## config.mk

```make
export PLATFORM = sky130hd
export DESIGN_NAME = mem_arbiter
export DESIGN_NICKNAME = d
export VERILOG_FILES = /design/src/rtl/mem_arbiter.sv
export SDC_FILE = /design/constraint.sdc
export NUM_CORES = 1
export LEC_CHECK = 0
export ABC_AREA = 1
export BUFFER_PORTS_ARGS = -buffer_cell sky130_fd_sc_hd__clkbuf_2
export CORE_MARGIN = 2
export CORE_UTILIZATION = 32
export CTS_BUF_LIST = sky130_fd_sc_hd__clkbuf_8 sky130_fd_sc_hd__clkbuf_16
export DETAILED_ROUTE_END_ITERATION = 10
export PLACE_DENSITY = 0.89
export RECOVER_POWER = 100
export SETUP_SLACK_MARGIN = 0.4
export SLEW_MARGIN = 5
export SYNTH_ARGS = -nofsm -noshare
export SYNTH_HDL_FRONTEND = slang
export SYNTH_SLANG_ARGS = --single-unit
```

## constraint.sdc

```tcl
create_clock -name CLK -period 2.3 [get_ports CLK]
set_clock_uncertainty 0.15 [all_clocks]
set_input_delay 0.345 -clock CLK [delete_from_list [all_inputs] [get_ports CLK]]
set_output_delay 0.345 -clock CLK [all_outputs]
set_load 0.05 [all_outputs]
```

## src/rtl/mem_arbiter.sv

```systemverilog
// Two-port arbiter in front of a single synchronous memory: round-robin on ties,
// optional locked ownership bounded by MAXHOLD, and range checking with an error pulse.
module mem_arbiter #(
    parameter int DBITS   = 16,
    parameter int ABITS   = 12,
    parameter int MAXHOLD = 8,
    localparam int HW     = $clog2(MAXHOLD) + 1
) (
    input  logic             CLK,
    input  logic             RESET_N,
    input  logic             REQ0,
    input  logic             REQ1,
    input  logic             LOCK0,
    input  logic             LOCK1,
    input  logic             WE0,
    input  logic             WE1,
    input  logic [DBITS-1:0] ADDR0,
    input  logic [DBITS-1:0] ADDR1,
    input  logic [DBITS-1:0] WDATA0,
    input  logic [DBITS-1:0] WDATA1,
    output logic             GNT0,
    output logic             GNT1,
    output logic             RVALID0,
    output logic             RVALID1,
    output logic [DBITS-1:0] RDATA0,
    output logic [DBITS-1:0] RDATA1,
    output logic [ABITS-1:0] MADDR,
    output logic [DBITS-1:0] MDIN,
    output logic             MWE,
    input  logic [DBITS-1:0] MDOUT,
    output logic             ERR,
    output logic [1:0]       dbg_state_o,
    output logic             dbg_last_o,
    output logic [HW-1:0]    dbg_hold_o
);

    typedef enum logic [1:0] {IDLE = 2'd0, OWN0 = 2'd1, OWN1 = 2'd2} state_t;

    localparam logic [HW-1:0] HOLD_MAX = HW'(MAXHOLD);

    state_t          state_q, state_d;
    logic            last_q, last_d;
    logic [HW-1:0]   hold_q, hold_d;
    logic            rv0_q, rv1_q, oor_q, err_q;
    logic            gnt0, gnt1, granted, other_req, in_range;
    logic [DBITS-1:0] sel_addr;
    logic            unused_addr_lsb;

    assign unused_addr_lsb = &{1'b0, ADDR0[0], ADDR1[0]};

    // Grants are combinational and suppressed while reset is held.
    always_comb begin
        gnt0 = 1'b0;
        gnt1 = 1'b0;
        if (RESET_N) begin
            if (REQ0 && !REQ1) begin
                gnt0 = 1'b1;
            end else if (REQ1 && !REQ0) begin
                gnt1 = 1'b1;
            end else if (REQ0 && REQ1) begin
                case (state_q)
                    OWN0:    if (hold_q == HOLD_MAX) gnt1 = 1'b1; else gnt0 = 1'b1;
                    OWN1:    if (hold_q == HOLD_MAX) gnt0 = 1'b1; else gnt1 = 1'b1;
                    default: if (last_q) gnt0 = 1'b1; else gnt1 = 1'b1;
                endcase
            end
        end
    end

    assign granted   = gnt0 | gnt1;
    assign other_req = gnt0 ? REQ1 : REQ0;
    assign sel_addr  = gnt1 ? ADDR1 : ADDR0;
    assign in_range  = (sel_addr[DBITS-1:ABITS+1] == '0);

    assign GNT0  = gnt0;
    assign GNT1  = gnt1;
    assign MADDR = sel_addr[ABITS:1];
    assign MDIN  = gnt1 ? WDATA1 : WDATA0;
    assign MWE   = granted && in_range && (gnt1 ? WE1 : WE0);

    always_comb begin
        state_d = IDLE;
        last_d  = last_q;
        hold_d  = '0;
        if (gnt0) begin
            state_d = LOCK0 ? OWN0 : IDLE;
            last_d  = 1'b0;
        end else if (gnt1) begin
            state_d = LOCK1 ? OWN1 : IDLE;
            last_d  = 1'b1;
        end
        // Count only repeated grants to the same owner while the other side waits.
        if (granted && state_q != IDLE && gnt1 == last_q && other_req) begin
            hold_d = (hold_q == HOLD_MAX) ? HOLD_MAX : hold_q + HW'(1);
        end
    end

    always_ff @(posedge CLK or negedge RESET_N) begin
        if (!RESET_N) begin
            state_q <= IDLE;
            last_q  <= 1'b1;
            hold_q  <= '0;
            rv0_q   <= 1'b0;
            rv1_q   <= 1'b0;
            oor_q   <= 1'b0;
            err_q   <= 1'b0;
        end else begin
            state_q <= state_d;
            last_q  <= last_d;
            hold_q  <= hold_d;
            rv0_q   <= gnt0 && !WE0;
            rv1_q   <= gnt1 && !WE1;
            oor_q   <= granted && !in_range;
            err_q   <= granted && !in_range;
        end
    end

    assign RVALID0     = rv0_q;
    assign RVALID1     = rv1_q;
    assign RDATA0      = (rv0_q && !oor_q) ? MDOUT : '0;
    assign RDATA1      = (rv1_q && !oor_q) ? MDOUT : '0;
    assign ERR         = err_q;
    assign dbg_state_o = state_q;
    assign dbg_last_o  = last_q;
    assign dbg_hold_o  = hold_q;

endmodule

```

==> results of run 1 <==
==> metrics by stage <==
step	worst slack, ns	instance area (um^2)	setup TNS [ns]	utilization
after floorplan	-0.0665	1770	-0.0665	-
after global placement	0.0480	2660	0	0.728
after detailed placement	0.00854	2660	0	0.728
after CTS	-0.131	3240	-3.19	0.886
==> what timing repair did <==
action,CTS
gates cloned,1
endpoints found under the setup margin,34
hold buffers,1
resized for setup,85
buffers inserted,5
endpoints found under the hold margin,9
pin swaps,9
==> cells by family after synthesis <==
family                   count (synthesis)  share of synthesized area
adder cells (fa/ha/maj)                  5                     0.0516
AO/OA/AOI/OAI                            6                     0.0320
buffers and inverters                   44                      0.174
XOR/XNOR                                 1                    0.00723
AND/OR/NAND/NOR                        159                      0.527
flip-flops                              10                      0.207
==> flow_metrics.py, run 1 <==
metrics = {
    "run_status": {
        "status": "aborted with a tool error",
        "haltStage": "5_1_grt",
        "error_line": "[ERROR DPL-0033] detailed placement checks failed during check placement.",
    },
    "placement": {
        "dp_hpwl_um": 4100,
        "dp.cells": 430,
        "gp_congestion": 0.793,
        "portBuffers": 158,
    },
    "logic_synthesis": {
        "yosys.area.top_type_share": 0.313,
        "syn_inst": 225,
        "avgSynthCellArea_um2": 5.39,
        "syn-num-nets": 318,
        "async_flop_share": 1.00,
        "synthFlopType": "dfrtp_1",
        "ys_top_cells_by_area": "nand2_1, dfrtp_1, nor2_1",
        "yosysMostFrequentCell": "nand2_1",
        "syn-cell-area_mm2": 0.00121,
        "ys_seq_area_frac": 0.207,
        "ys_ff_latch": 10,
        "synth_largest_area_cell": "nand2_1",
        "synth-edff-count": 0,
        "ys_types": 27,
        "synth_common_cells": "nand2_1, nor2_1, inv_1",
        "yosys_warnings": 0,
    },
    "clocking": {
        "cts-root-buf": "clkbuf_8",
        "cts_sinks": 10,
        "h-tree-depth": 1,
        "cts_buffers": 3,
        "clockBufferDepth": 2,
    },
    "sta": {
        "worstEpCategory": "primary output",
        "crit_endpoint": "MWE",
    },
    "floorplanning": {
        "std_cell_rows": 22,
        "dieWidth_um": 65.6,
        "io_pins": 161,
        "start_util": 0.331,
        "die_h_um": 65.6,
    },
    "global_route": {
        "grt_start_max_net_pins": 18,
        "grt_antenna_before_repair": 0,
    },
}
==> run 2, diff against run 1 <==
--- a/config.mk
+++ b/config.mk
@@ -9,11 +9,9 @@
 export BUFFER_PORTS_ARGS = -buffer_cell sky130_fd_sc_hd__clkbuf_2
 export CORE_MARGIN = 2
 export CORE_UTILIZATION = 32
-export CTS_BUF_LIST = sky130_fd_sc_hd__clkbuf_8 sky130_fd_sc_hd__clkbuf_16
 export DETAILED_ROUTE_END_ITERATION = 10
-export PLACE_DENSITY = 0.89
+export PLACE_DENSITY_LB_ADDON = 0.15
 export RECOVER_POWER = 100
-export SETUP_SLACK_MARGIN = 0.4
 export SLEW_MARGIN = 5
 export SYNTH_ARGS = -nofsm -noshare
 export SYNTH_HDL_FRONTEND = slang
==> run 2 against run 1 <==
Effect of this change: the flow now finishes, with violations (setup timing); synthesized area did not move; synthesized cell count stayed put.
==> flow_metrics.py, run 2 <==
metrics = {
    "logic_synthesis": {
        "ys_seq_area_frac": 0.207,
        "synth_common_cells": "nand2_1, nor2_1, inv_1",
        "avgSynthCellArea_um2": 5.39,
        "ys_ff_latch": 10,
        "syn-num-nets": 318,
        "ys_top_cells_by_area": "nand2_1, dfrtp_1, nor2_1",
        "yosys_warnings": 0,
        "synth_top_family_by_area": "simple AND/OR/NAND/NOR gates",
        "synth_largest_area_cell": "nand2_1",
        "synth-edff-count": 0,
        "yosysMostFrequentCell": "nand2_1",
        "async_flop_share": 1.00,
        "yosys.area_share.adder": 0.0516,
        "yosys.area.top_type_share": 0.313,
        "synth_compound_area_frac": 0.0320,
        "synthFlopType": "dfrtp_1",
        "yosys-mux-area-fraction": 0,
        "ys_types": 27,
        "synth-xor-area-share": 0.00722,
        "syn-cell-area_mm2": 0.00121,
        "syn_inst": 225,
        "synth-simple-area-share": 0.527,
    },
    "drt": {
        "vias": 2295,
        "drtAntennaViolNets": 0,
        "drt_drc_violations_left": 0,
        "finalWirelength_um": 8090,
        "wl_per_cell_um": 18.0,
        "first_pass_iters": 5,
        "vias_per_cell": 5.11,
        "first_iter_violations": 144,
    },
    "global_route": {
        "grt_pass1_wl_um": 8910,
        "track_usage": 0.267,
        "grt_pass1_vias": 1974,
        "overflow": 0,
        "grt_start_max_net_pins": 17,
        "grt_antenna_before_repair": 0,
    },
    "placement": {
        "portBuffers": 158,
        "placed_cell_area_mm2": 0.00219,
        "dp_hpwl_um": 3630,
        "dp.cells": 429,
        "dp_slack_ns": 0.00305,
        "gp_congestion": 0.864,
    },
    "sta": {
        "drv_slew": 0,
        "final-hold-violation-count": 0,
        "relSlewSlack": 0.593,
        "setup_viol": 31,
        "fmax_mhz": 382,
        "fin_crit_sh": 1.14,
        "finalCriticalPeriod_ns": 2.62,
        "layout_setup_ws_ns": -0.319,
        "tns_ns": -6.38,
        "rsz0062_at_grt": "yes",
        "worstMarginPinSlew_ns": 0.614,
    },
    "finish": {
        "syn_to_final_growth_pct": 163,
        "diodes": 0,
        "layout_commonest_cell": "clkbuf_2",
        "multi_input_area_mm2": 0.00114,
        "fillers": 173,
        "final_cell_mix": "clkbuf_2, nand2_2, nor2_1",
        "fin_cells": 449,
        "nNetsFinal": 495,
        "register_area_um2": 259,
        "drive_gt1_frac": 0.693,
        "largest_reg_flops": 4,
        "final_area_mm2": 0.00319,
    },
    "floorplanning": {
        "fp.coreArea_mm2": 0.00366,
        "io_pins": 161,
        "std_cell_rows": 22,
        "dieWidth_um": 65.6,
        "die-area_mm2": 0.00430,
        "start_util": 0.331,
        "die_h_um": 65.6,
    },
    "worst_setup_path": {
        "required_ns": 1.80,
        "end_kind": "output pin",
        "crit_path_start_kind": "flip-flop",
        "critPathKind": "reg2out",
        "critPathArrivalTime_ns": 2.12,
        "worstPathMaxFanout": 3,
    },
    "clocking": {
        "cts_tree": "yes",
        "cts_sinks": 10,
        "path_clk_slew_ns": 0.05,
        "cts_buffers": 3,
        "clockBufferDepth": 2,
        "insertion_delay_ns": 0.24,
        "cts-root-buf": "clkbuf_8",
        "h-tree-depth": 1,
    },
    "power_and_ir_drop": {
        "power_density_mw_per_mm2": 427,
        "p_leak_nw": 1.82,
        "fin_total_pwr_mw": 1.36,
        "vdd_drop_max_mv": 0.398,
    },
    "min_path": {
        "hold_path_class": "in2async",
    },
    "run": {
        "cap_violations": 0,
    },
    "run_status": {
        "status": "finished, violations left",
        "failed_checks": "setup timing",
    },
}
==> run 2: cell type report <==
type	count	area share
tap	48	0.0188
multi-input combinational	171	0.357
timing repair buffer	181	0.483
sequential	10	0.0811
inverter	35	0.0463
clock buffer	4	0.0141
==> run 2: final timing paths <==
check / start / cells past startpoint / slack (ns) / end
hold reg to reg: dbg_last_o$_DFFE_PN1P_ / 2 / 0.43 / dbg_last_o$_DFFE_PN1P_
setup reg to reg: dbg_hold_o[0]$_DFF_PN0_ / 12 / 0.14 / dbg_hold_o[0]$_DFF_PN0_
setup / recovery: dbg_hold_o[0]$_DFF_PN0_ / 14 / -0.32 / MWE
max in group asynchronous: RESET_N / 3 / 0.95 / dbg_state_o[0]$_DFF_PN0_
min in group CLK: WE1 / 2 / 0.14 / RVALID1$_DFF_PN0_
hold / removal: RESET_N / 2 / 0.12 / dbg_last_o$_DFFE_PN1P_
==> run 2: power breakdown <==
group          switching, mW  total (mW)  leakage [nW]  internal, mW
sequential            0.0115       0.201         0.124         0.189
clock                 0.0713       0.193        0.0228         0.122
combinational          0.575       0.971          1.67         0.396
==> run 2: what timing repair did <==
item | 4_1_cts | 5_1_grt
hold buffers | 1 | 0
hold endpoints to repair | 9 | 0
setup endpoints to repair | 30 | 31
pin swaps | 22 | 32
setup buffers | 8 | 3
gates resized for setup | 99 | 91
cloned | 2 | 2
==> run 2: metrics by stage <==
stage	util	hold slack [ns]
2_1_floorplan	-	-0.101
3_3_place_gp	0.598	0.146
3_5_place_dp	0.598	0.146
4_1_cts	0.775	0.0138
5_1_grt	0.872	0.151
6_report	0.872	0.118
==> run 2: routing by layer <==
metal | vias to the layer above | global-route usage | part of all wire
met1 | 1020 | 0.269 | 0.33
met2 | 219 | 0.532 | 0.52
met4 | 0 | 0.0859 | 0.050
li1 | 1010 | - | -
met3 | 46 | 0.0616 | 0.11
met5 | - | 0 | 0
==> run 2: logic make-up (layout without fill, tap and decap cells) <==
group | Yosys count | count (layout)
AOI/OAI and AO/OA | 6 | 6
and+or+nand+nor | 159 | 159
xor gates and xnor gates | 1 | 1
DFF | 10 | 10
adders and majority gates | 5 | 5
buffers and inverters | 44 | 220
==> run 2: worst max-delay path, cell delays in order (launching register included) <==
cell,delay [ns]
dfrtp_2,0.41
inv_2,0.10
ha_4,0.17
nand3_4,0.08
buf_6,0.13
nand2_1,0.09
nand3_1,0.13
nand2_1,0.14
nand2_2,0.09
clkinvlp_4,0.10
nand2_1,0.07
nand2_2,0.06
o21ai_2,0.06
nor2_4,0.12
buf_12,0.14
Power figures use the tool's default switching activity.
